`config.mk`:
```
export PLATFORM = sky130hd
export DESIGN_NAME = activation_stack_sequencer
export DESIGN_NICKNAME = d
export VERILOG_FILES = /design/src/rtl/activation_stack_sequencer.sv
export SDC_FILE = /design/constraint.sdc
export NUM_CORES = 1
export LEC_CHECK = 0
export ABC_AREA = 1
export BUFFER_PORTS_ARGS = -buffer_cell sky130_fd_sc_hd__buf_2
export CAP_MARGIN = 20
export CORE_MARGIN = 3
export CORE_UTILIZATION = 27
export CTS_CLUSTER_SIZE = 10
export DETAILED_ROUTE_END_ITERATION = 8
export PLACE_DENSITY = 0.72
export SYNTH_ARGS = -nofsm -noshare
export SYNTH_HDL_FRONTEND = slang
export SYNTH_SLANG_ARGS = --single-unit
```
`constraint.sdc`:
```
create_clock -name clk -period 1.8 [get_ports clk]
set_input_delay 0.09 -clock clk [delete_from_list [all_inputs] [get_ports clk]]
set_output_delay 0.09 -clock clk [all_outputs]
set_load 0.02 [all_outputs]
```
`src/rtl/activation_stack_sequencer.sv`:
```
// Sequences one training sample through the activation stack: writes activations 0..N, then reads pairs from N-1 down to 0.
// Streams pass through combinationally (zero latency). Backpressure comes from stack_wr_ready and stack_rd_addr_ready.
// Abort wins over everything: it lowers all readies and valids in its cycle and returns to IDLE.
module activation_stack_sequencer #(
  parameter int NEURON_NUM       = 6,
  parameter int ACTIVATION_WIDTH = 8,
  parameter int STACK_ADDR_WIDTH = 10,
  parameter int LAYER_MAX        = 3,
  parameter int LAYER_WIDTH      = $clog2(LAYER_MAX + 1),
  localparam int STACK_WIDTH     = NEURON_NUM * ACTIVATION_WIDTH
) (
  input  logic                        clk,
  input  logic                        rst_n,
  input  logic                        start,
  input  logic                        abort,
  input  logic [LAYER_WIDTH-1:0]      layer_count,
  input  logic [STACK_WIDTH-1:0]      in_act_data,
  input  logic                        in_act_valid,
  output logic                        in_act_ready,
  input  logic [STACK_WIDTH-1:0]      fwd_act_data,
  input  logic                        fwd_act_valid,
  output logic                        fwd_act_ready,
  output logic [STACK_WIDTH-1:0]      stack_wr_data,
  output logic                        stack_wr_data_valid,
  output logic                        stack_wr_addr_valid,
  output logic [STACK_ADDR_WIDTH-1:0] stack_wr_addr,
  input  logic                        stack_wr_ready,
  output logic [STACK_ADDR_WIDTH-1:0] stack_rd_addr,
  output logic                        stack_rd_addr_valid,
  input  logic                        stack_rd_addr_ready,
  input  logic                        bwd_rd_req,
  output logic [LAYER_WIDTH-1:0]      bwd_layer,
  output logic                        busy,
  output logic                        done
);

  typedef enum logic [2:0] {IDLE, WR_INPUT, WR_FWD, RD_BWD, DONE} state_t;

  localparam logic [LAYER_WIDTH-1:0] LAYER_MAX_L = LAYER_WIDTH'(LAYER_MAX);
  localparam logic [LAYER_WIDTH-1:0] ONE_L       = LAYER_WIDTH'(1);
  localparam int                     PAD_W       = STACK_ADDR_WIDTH - LAYER_WIDTH;

  state_t                 state;
  logic [LAYER_WIDTH-1:0] wr_ptr;
  logic [LAYER_WIDTH-1:0] rd_ptr;
  logic [LAYER_WIDTH-1:0] n_layers;
  logic [LAYER_WIDTH-1:0] layer_count_eff;

  logic in_sel;
  logic fwd_sel;
  logic rd_sel;
  logic wr_vld;
  logic wr_hs;
  logic rd_vld;
  logic rd_hs;

  assign in_sel  = (state == WR_INPUT);
  assign fwd_sel = (state == WR_FWD);
  assign rd_sel  = (state == RD_BWD);

  // Abort masks every valid so neither stream nor stack sees a handshake in that cycle.
  assign wr_vld = !abort && ((in_sel && in_act_valid) || (fwd_sel && fwd_act_valid));
  assign wr_hs  = wr_vld && stack_wr_ready;
  assign rd_vld = !abort && rd_sel && bwd_rd_req;
  assign rd_hs  = rd_vld && stack_rd_addr_ready;

  // Zero or out-of-range layer counts fall back to the deepest supported network.
  assign layer_count_eff = (layer_count == '0 || int'(layer_count) > LAYER_MAX) ? LAYER_MAX_L : layer_count;

  assign stack_wr_data       = in_sel ? in_act_data : (fwd_sel ? fwd_act_data : '0);
  assign stack_wr_data_valid = wr_vld;
  assign stack_wr_addr_valid = wr_vld;
  assign stack_wr_addr       = (in_sel || fwd_sel) ? {{PAD_W{1'b0}}, wr_ptr} : '0;
  assign in_act_ready        = !abort && in_sel && stack_wr_ready;
  assign fwd_act_ready       = !abort && fwd_sel && stack_wr_ready;

  assign stack_rd_addr       = rd_sel ? {{PAD_W{1'b0}}, rd_ptr} : '0;
  assign stack_rd_addr_valid = rd_vld;
  assign bwd_layer           = rd_sel ? rd_ptr : '0;

  assign busy = (state != IDLE);
  assign done = (state == DONE) && !abort;

  always_ff @(posedge clk or negedge rst_n) begin
    if (!rst_n) begin
      state    <= IDLE;
      wr_ptr   <= '0;
      rd_ptr   <= '0;
      n_layers <= LAYER_MAX_L;
    end else if (abort) begin
      state  <= IDLE;
      wr_ptr <= '0;
      rd_ptr <= '0;
    end else begin
      case (state)
        IDLE: begin
          if (start) begin
            n_layers <= layer_count_eff;
            wr_ptr   <= '0;
            state    <= WR_INPUT;
          end
        end
        WR_INPUT: begin
          if (wr_hs) begin
            wr_ptr <= ONE_L;
            state  <= WR_FWD;
          end
        end
        WR_FWD: begin
          // The last forward write leaves wr_ptr at n_layers so it never passes LAYER_MAX.
          if (wr_hs) begin
            if (wr_ptr == n_layers) begin
              rd_ptr <= n_layers - ONE_L;
              state  <= RD_BWD;
            end else begin
              wr_ptr <= wr_ptr + ONE_L;
            end
          end
        end
        RD_BWD: begin
          if (rd_hs) begin
            if (rd_ptr == '0) state <= DONE;
            else              rd_ptr <= rd_ptr - ONE_L;
          end
        end
        DONE:    state <= IDLE;
        default: state <= IDLE;
      endcase
    end
  end

endmodule

```
# ---- Yosys cells after proc, flatten, opt, wreduce, memory -nomap -nowiden
# Index checks and enable logic that the tools add are counted.
# W data, S select, Z words.
dict set report word_totals {
  register_bits 9
  latchBits 0
  ram_bits 0
  rom_bits 0
  in_bits 107
  wordCells 72
  n_memories 0
}
dict set report classes {
  n_addsub 3
  mul 0
  n_div 0
  magnitude_cmp 0
  n_eq_ne 13
  shifts 0
  muxes 26
  bitwise_logic 1
  n_reduce_logical 25
}
# operator count
set ops {}
lappend ops {{$mux W48} 2}
lappend ops {{$mux W2} 14}
lappend ops {{$mux W3} 7}
lappend ops {{$ne A3 B2 Y1 const B} 5}
lappend ops {{$logic_and A1 B1 Y1} 12}
lappend ops {{$pmux W3 S4} 1}
lappend ops {{$reduce_and A5 Y1} 2}
lappend ops {{$ne A3 B3 Y1 const B} 3}
lappend ops {{$eq A3 B2 Y1 const B} 2}
lappend ops {{$pmux W2 S3} 1}
lappend ops {{$reduce_and A6 Y1} 1}
lappend ops {{$reduce_bool A3 Y1} 2}
lappend ops {{$logic_not A2 Y1} 2}
lappend ops {{$pmux W2 S2} 1}
lappend ops {{$reduce_bool A4 Y1} 1}
lappend ops {{$sub A2 B1 Y2 const B} 2}
lappend ops {{$eq A3 B1 Y1 const B} 1}
lappend ops {{$eq A3 B3 Y1 const B} 1}
lappend ops {{$logic_not A3 Y1} 1}
lappend ops {{$reduce_and A3 Y1} 1}
lappend ops {{$add A2 B1 Y2 const B} 1}
lappend ops {{$eq A2 B2 Y1} 1}
lappend ops {{$logic_or A1 B1 Y1} 2}
lappend ops {{$logic_not A1 Y1} 1}
lappend ops {{$not A1 Y1} 1}

# ---- Logic depth before layout (Yosys ltp)
# Gate-level depths: netlist of the first run.
dict set report logic_depth {
  depth_word 8
  depth_mapped 10
  ltp_nobuf 10
}

# ---- Worst setup path after synthesis of the first run
# OpenSTA, ideal clock, no wires.
dict set report synth_path {
  kind {reg-to-reg}
  from {reg state[2]}
  to {reg state[0]}
  setup_time_ps 117
  arrival_time_ps 1298
  required_ps 1683
  slack_ps 385
  path_stages_with_launch 9
  period_less_slack_ps 1415
  path_cell_list {dfrtp_1 -> nor2_2 -> nand3_1 -> nand2_2 -> nand2_2 -> a21boi_2 -> nand2_1 -> nand2_1 -> nand2_1}
}
dict set report synth_via {
  elab_chain_cells 7
  elab_cells_between_ends 21
  cone_classes {eq/ne (9); mux (2); reduce/logical (10)}
}
# item line
set synth_lines {}
lappend synth_lines {{from (decl)} 43} ;# state_t state;
lappend synth_lines {{from (signal assigned)} 86} ;# state <= IDLE;
lappend synth_lines {{from (signal assigned)} 91} ;# state <= IDLE;
lappend synth_lines {{from (signal assigned)} 100} ;# state <= WR_INPUT;
lappend synth_lines {{$eq A3 B1 Y1 / $eq A3 B2 Y1 (equally long branches)} {57, 58}}
lappend synth_lines {{$logic_and A1 B1 Y1} 62} ;# assign wr_vld = !abort && ((in_sel && in_act_valid) || (fwd_sel && fwd_act_valid));
lappend synth_lines {{$logic_or A1 B1 Y1 (*)} 62}
lappend synth_lines {{$logic_and A1 B1 Y1 (*)} 62}
lappend synth_lines {{named net stack_wr_addr_valid} 25} ;# output logic stack_wr_addr_valid,
lappend synth_lines {{$logic_and A1 B1 Y1 (*)} 63} ;# assign wr_hs = wr_vld && stack_wr_ready;
lappend synth_lines {{$ne A3 B2 Y1 (no source line)} --}
lappend synth_lines {{$reduce_and A6 Y1 (no source line) (*)} --}
# Mark *: on every way through the listed nets, which the timed path passes. The rest lies on a longest branch.
# A chain may end at the register's enable or synchronous reset.

# ---- Worst setup path in the final report of the first run
dict set report layout_path {
  from {reg state[2]}
  to {out stack_wr_data[31]}
}
dict set report layout_via {
  elab_chain_cells 3
  elab_cells_between_ends 4
  cone_classes {eq/ne (2); mux (2)}
}
# item line
set layout_lines {}
lappend layout_lines {{$eq A3 B2 Y1} 58} ;# assign fwd_sel = (state == WR_FWD);
lappend layout_lines {{$mux W48} 70} ;# assign stack_wr_data = in_sel ? in_act_data : (fwd_sel ? fwd_act_data : '0);
lappend layout_lines {{$mux W48 (*)} 70}
lappend layout_lines {{to (decl)} 23} ;# output logic [STACK_WIDTH-1:0] stack_wr_data,
# Mark *: on every way between the ends. The rest lies on a longest branch, timed or not.

==> metrics.md, run 1 <==
| Metric | Value |
|---|---|
| Synth Register Bits | `9` |
| Outcome | `finished clean` |
| Switching power of the nets | `1.99 mW` |
| Power Total | `between 3 and 4 mW` |
| Initial antenna violation count | `1` |
| Critical path origin | `state[2]` |
| Clock sinks | `9` |
| Finish-stage setup viols | `0` |
| Wl on met1 | `2990 um` |
| Starting density of the core | `0.283` |
| Endpoints failing hold | `0` |
| Mapped cell area | `1370 um^2` |
| Period utilization | `0.941` |
| Initial drt markers | `60` |
| Worst r2r path cells | `8` |
| Row count | `25` |
| Core Area | `4820 um^2` |
| Met2 WL post-DR | `~3000 um` |
| Total GRT Usage | `0.192` |
| Post-synthesis sequential area ratio | `0.167` |
| Crit-path max cell delay | `0.45 ns` |
| Synthesized area per cell | `6.93 um^2` |
| Max Slew Vio Count | `0` |
| Number of diodes | `0` |
| FILL cells | `between 500 and 600` |
| Worst setup SP type | `flop` |
| Layout cell share with drive strength beyond 1 | `0.552` |
| Die height | `77.1 um` |
| Post-CTS Repair Setup Buffers | `0` |
| Worst R2R End | `state[0]` |
| Root Buffer | `clkbuf_8` |
| Synth async-reset ratio | `1.00` |
| Top layer in use | `met5` |
| Yosys Warn Count | `0` |
| Req. time, crit path | `roughly 1.7 ns` |
| Hold depth | `3` |
| Chip Width | `77.1 um` |
| Largest net degree at the start of global routing | `49` |
| Worst setup path endpoint | `stack_wr_data[31]` |
| Critical path arrival | `1.60 ns` |
| Clock Power Share | `0.064` |
| RSZ-0062 raised after global routing | `no` |
| Vias per cell | `4.64` |
| Register clock-pin slew on the reported worst setup and hold paths | `0.04 ns` |
| H-tree depth | `1` |
| Comb power frac | `0.832` |
| GP Congestion | `0.921` |
| Crit path capture type | `output pin` |
| Power Internal | `between 1.5 and 2 mW` |
| Vias in the first global route | `1699` |
| DR pass1 iterations | `4` |
| Met3 WL | `553 um` |
| Slowest-stage cell, CP | `dfrtp_1` |
| Reg2reg start | `state[2]` |
| Final min period | `1.69 ns` |
| Port bufs | `167` |
| Syn Inst Count | `around 200` |
| Tightest Hold Check Type | `primary input to flop` |
| Ports | `184` |
| Layout Skew | `0.00325 ns` |
| Slew margin rel. | `0.656` |
| Storage cell area | `229 um^2` |
| Post-synth EDFFs | `0` |
| Power density of the placed cells | `1580 nW/um^2` |
| GRT overflow | `0` |
| R2r setup slk | `0.34 ns` |
| Tightest Pin Transition | `about 0.51 ns` |
| Area of the multi-input gates | `between 900 and 1000 um^2` |
| First-pass GRT wire length | `9120 um` |
| Kind of critical path | `flop to output pin` |
| Final Non-Filler Cells | `about 420` |
| Drt drc | `0` |
| Final TNS setup | `0 ns` |
| Sw frac | `0.558` |
| Area delta synth->final | `65.3%` |
| Total routed wirelength | `6530 um` |
| Antenna Violating Nets Remaining | `0` |
| Fmax | `around 600 MHz` |
| Sequential share of power | `0.104` |
| CTS Buf Count | `3` |
| CTS tree | `built` |
| Worst Path Max Fanout | `24` |
| Critical Path, Cell by Cell | `nor2_2, nand2_2, inv_2, clkbuf_16, a22o_1, buf_2` |
| Final HPWL DP | `5450 um` |
| DR WL/cell | `15.4 um` |
| Buffers from clock root to sink, at most | `2` |
| Ys flop type | `dfrtp_1` |
| Cells after DPL | `418` |
| Routed vias | `1966` |
| Distinct cells, synth | `26` |
| Fin nets | `465` |
| Maximum Capacitance Violations | `0` |
| Peak supply drop | `692 uV` |
| Leakage | `1.41 nW` |
| Skew-Pair Late Insertion Delay | `approximately 0.23 ns` |
| Die footprint | `slightly below 6000 um^2` |
==> worst max-delay path: cells and delay by family (launching register included) <==
| family | cells | cell delay, ns |
|---|---|---|
| and+or+nand+nor | 2 | 0.28 |
| AOI/OAI and AO/OA | 1 | 0.15 |
| DFF | 1 | 0.45 |
| buffers and inverters | 3 | 0.48 |
==> sequential cells by signal (all words and copies together) (netlist names) <==
name,flops
n_layers,2
rd_ptr,2
state,3
wr_ptr,2
==> synthesized netlist by cell type, types with 5 or more instances <==
master   instances  area, um^2
nor2_2           5        31.3
buf_2            6        30.0
a22o_1          48         420
nand2_2          5        31.3
o21ai_0          5        25.0
buf_4           23         173
nand2_1         31         116
nor2_1          12        45.0
nand3_1         12        60.1
dfrtp_1          7         175
inv_2            6        22.5
inv_1           16        60.1
==> layer usage <==
layer  GRT usage  vias up
met5           0        -
met4      0.0214        2
met3      0.0446        4
met2       0.289       96
met1       0.285      887
li1            -      977
==> power by group through the flow <==
| stage | Sequential [mW] | Combinational [mW] | Clock [mW] |
|---|---|---|---|
| 2_1_floorplan | 0.358 | 2.09 | 0 |
| 3_3_place_gp | 0.367 | 2.86 | 0 |
| 3_5_place_dp | 0.370 | 2.89 | 0 |
| 4_1_cts | 0.368 | 2.91 | 0.236 |
| 5_1_grt | 0.383 | 3.21 | 0.244 |
| 6_report | 0.371 | 2.97 | 0.230 |
==> placed cells by master (no fill, tap or decap), drive strengths merged, types with 5 or more instances in the layout <==
cell type and instances:
dfrtp 7, clkbuf 5, nor2 18, inv 22, o21ai 10, nand3 12, nand2 36, conb 16
buf 169, a22o 48
==> kinds of logic after synthesis <==
| logic type | Yosys count | share of synthesized area |
|---|---|---|
| flip-flops | 9 | 0.167 |
| buffers and inverters | 52 | 0.212 |
| AND/OR/NAND/NOR | 73 | 0.247 |
| AO/OA/AOI/OAI | 61 | 0.366 |
| XOR/XNOR | 1 | 0.00642 |
| other | 1 | 0.00275 |
==> how the worst min path moves through the flow <==
stage	to	start	slack (ns)
6_report	n_layers[0]	layer_count[0]	0.14
3_5_place_dp	rd_ptr[1]	rst_n	-0.05
2_1_floorplan	rd_ptr[0]	rst_n	-0.21
3_3_place_gp	rd_ptr[1]	rst_n	-0.05
5_1_grt	n_layers[0]	layer_count[0]	0.18
4_1_cts	n_layers[0]	layer_count[0]	0.13
==> repair_timing <==
action,4_1_cts,5_1_grt
hold buffers,1,0
resized for setup,0,1
setup endpoints to repair,0,48
hold endpoints to repair,9,0
==> layout make-up <==
cell class,count,area share
Clock buffer,4,0.0200
Inverter,22,0.0366
Multi-Input combinational cell,151,0.401
Sequential cell,9,0.101
Tap cell,67,0.0372
Timing Repair Buffer,171,0.404
==> metrics by stage <==
| stage | hold slack [ns] | setup slack [ns] | instance area [um^2] | utilization |
|---|---|---|---|---|
| 6_report | 0.143 | 0.105 | 2260 | 0.468 |
| 5_1_grt | 0.178 | 0.00874 | 2260 | 0.468 |
| 4_1_cts | 0.131 | 0.0426 | 2230 | 0.463 |
| 3_5_place_dp | -0.0450 | 0.302 | 2170 | 0.451 |
| 3_3_place_gp | -0.0475 | 0.320 | 2170 | 0.451 |
| 2_1_floorplan | -0.206 | 0.385 | 1420 | - |
No activity file was read; power rests on OpenSTA's default activity.
==> run 2, diff against run 1 <==
Settings changed: CORE_ASPECT_RATIO from default to 2, REMOVE_ABC_BUFFERS from default to 1.
==> metrics.md, run 2 (same netlist as run 1, synthesis figures left out) <==
| Metric | Value |
|---|---|
| Period utilization | `0.964 (+0.0227)` |
| Layout cell share with drive strength beyond 1 | `0.560 (+0.00774)` |
| Power density of the placed cells | `1690 nW/um^2 (+6.6%)` |
| Skew-Pair Late Insertion Delay | `0.24 ns (about the same)` |
| Comb power frac | `0.845 (+0.013)` |
| Core Area | `4860 um^2 (+0.99%)` |
| Clock sinks | `9 (unchanged)` |
| Tightest Hold Check Type | `primary input to flop` |
| Register clock-pin slew on the reported worst setup and hold paths | `0.05 ns (about the same)` |
| GP Congestion | `0.928 (+0.73%)` |
| Number of diodes | `0 (unchanged)` |
| Design Area, Final | `2330 um^2 (+3.5%)` |
| Worst Path Max Fanout | `24 (unchanged)` |
| Sequential share of power | `0.092 (-0.012)` |
| Commonest non-fill, non-tap cell in the layout | `buf_2` |
| Initial antenna violation count | `0 (-1)` |
| Initial drt markers | `107 (+78%)` |
| Total routed wirelength | `7130 um (+9.2%)` |
| Most frequent cells in the layout | `buf_2 (164), a22o_1 (47), nand2_1 (31)` |
| Outcome | `finished clean` |
| Layout Skew | `0.00165 ns (-0.00160 ns)` |
| Final core utilization | `0.480 (+0.0116)` |
| Final min period | `1.74 ns (+0.0409 ns)` |
| RSZ-0062 raised after global routing | `no` |
| Crit path capture type | `output pin` |
| Buffers from clock root to sink, at most | `2 (unchanged)` |
| Tightest Pin Transition | `0.572 ns (+0.0601 ns)` |
| Antenna Violating Nets Remaining | `0 (unchanged)` |
| Leakage | `1.45 nW (+2.8%)` |
| R2r setup slk | `0.21 ns (-0.13 ns)` |
| Largest net degree at the start of global routing | `50 (+2.0%)` |
| Final TNS setup | `0 ns (unchanged)` |
| Sw frac | `0.560 (+0.00260)` |
| Endpoints failing hold | `0 (unchanged)` |
| Critical path arrival | `1.65 ns (+0.05 ns)` |
| H-tree depth | `1 (unchanged)` |
| Req. time, crit path | `1.71 ns (about the same)` |
| Peak supply drop | `864 uV (+25%)` |
| GRT overflow | `0 (unchanged)` |
| Maximum Capacitance Violations | `0 (unchanged)` |
| Slew margin rel. | `0.616 (-0.0404)` |
| Fin nets | `469 (+0.86%)` |
| Area delta synth->final | `71.0%` |
| Final HPWL DP | `5780 um (+5.9%)` |
| CTS Buf Count | `3 (unchanged)` |
| Biggest register | `state` |
| Row count | `36 (+44%)` |
| Kind of critical path | `flop to output pin` |
| Worst setup SP type | `flop` |
| Clock Power Share | `0.063 (about the same)` |
| Power Total | `3.95 mW (+10%)` |
| Port bufs | `167 (unchanged)` |
| Fmax | `576 MHz (-2.4%)` |
| Total GRT Usage | `0.215 (+0.0224)` |
| Vias in the first global route | `1973 (+16%)` |
| Vias per cell | `4.86 (+4.7%)` |
| Power Internal | `1.73 mW (+9.7%)` |
| Starting density of the core | `0.281 (-0.00277)` |
| Switching power of the nets | `2.21 mW (+11%)` |
| Max Slew Vio Count | `0 (unchanged)` |
| Cells after DPL | `408 (-2.4%)` |
| Ports | `184 (unchanged)` |
| Post-place instance area | `2160 um^2 (-0.58%)` |
| Routed vias | `2030 (+3.3%)` |
| First-pass GRT wire length | `9900 um (+8.6%)` |
| Drt drc | `0 (unchanged)` |
| CTS tree | `built` |
| Root Buffer | `clkbuf_8` |
| Chip Width | `56.3 um (-27%)` |
| DR WL/cell | `17.1 um (+11%)` |
| Die footprint | `6000 um^2 (+0.87%)` |
| Finish-stage setup viols | `0 (unchanged)` |
| Number of flip-flops in the largest register | `3 (unchanged)` |
| DR pass1 iterations | `4 (unchanged)` |
| Die height | `107 um (+38%)` |
| Final Non-Filler Cells | `418 (-1.4%)` |
[run 2: area by class of cell]
type	instances	area (um^2)
clock buffer	4	45.0
fill	543	2530
multi-input combinational	151	918
timing repair buffer	175	983
inverter	22	87.6
sequential	9	229
tap	57	71.3
[run 2: worst paths after layout]
kind / end / start / cells after the start
max: stack_wr_data[8] / state[1] / 6
min: n_layers[1] / layer_count[0] / 4
max reg2reg: n_layers[0] / state[0] / 6
min reg2reg: rd_ptr[1] / rd_ptr[1] / 2
max in group asynchronous: n_layers[0] / rst_n / 2
min in group asynchronous: state[0] / rst_n / 2
[run 2: what timing repair did]
action                                 4_1_cts  5_1_grt
gates resized for setup                      1        7
endpoints found under the hold margin        9        0
cloned                                       0        3
setup endpoints to repair                    6       28
hold buffers                                 1        0
buffers inserted                             1        1
[run 2: metal layers]
| metal | global-route usage | vias to the layer above | routed length (um) | share of wire |
|---|---|---|---|---|
| met4 | 0.0560 | 0 | 102 | 0.014 |
| met5 | 0 | - | 0 | 0 |
| li1 | - | 987 | - | - |
| met2 | 0.344 | 142 | 3260 | 0.46 |
| met1 | 0.224 | 893 | 2520 | 0.35 |
| met3 | 0.152 | 8 | 1250 | 0.18 |
[run 2: power groups by stage]
stage	logic, mW	clock network, mW	registers, mW
finish	3.33	0.248	0.364
global route	3.60	0.261	0.372
CTS	3.09	0.248	0.362
detailed placement	3.03	0	0.375
global placement	3.03	0	0.370
floorplan	1.93	0	0.358
[run 2: worst max-delay path, stage by stage, from the launching register on]
cell and delay [ns]:
dfrtp_1 0.43, nor2_2 0.20, nand2_4 0.11, inv_4 0.10, buf_12 0.16, a22o_1 0.21
buf_2 0.19
[run 2: metrics by stage]
stage          setup slack (ns)  hold WS, ns
2_1_floorplan             0.287       -0.206
3_5_place_dp              0.224      -0.0386
4_1_cts                  0.0161        0.107
3_3_place_gp              0.217      -0.0412
5_1_grt                 0.00355        0.136
6_report                 0.0645        0.105
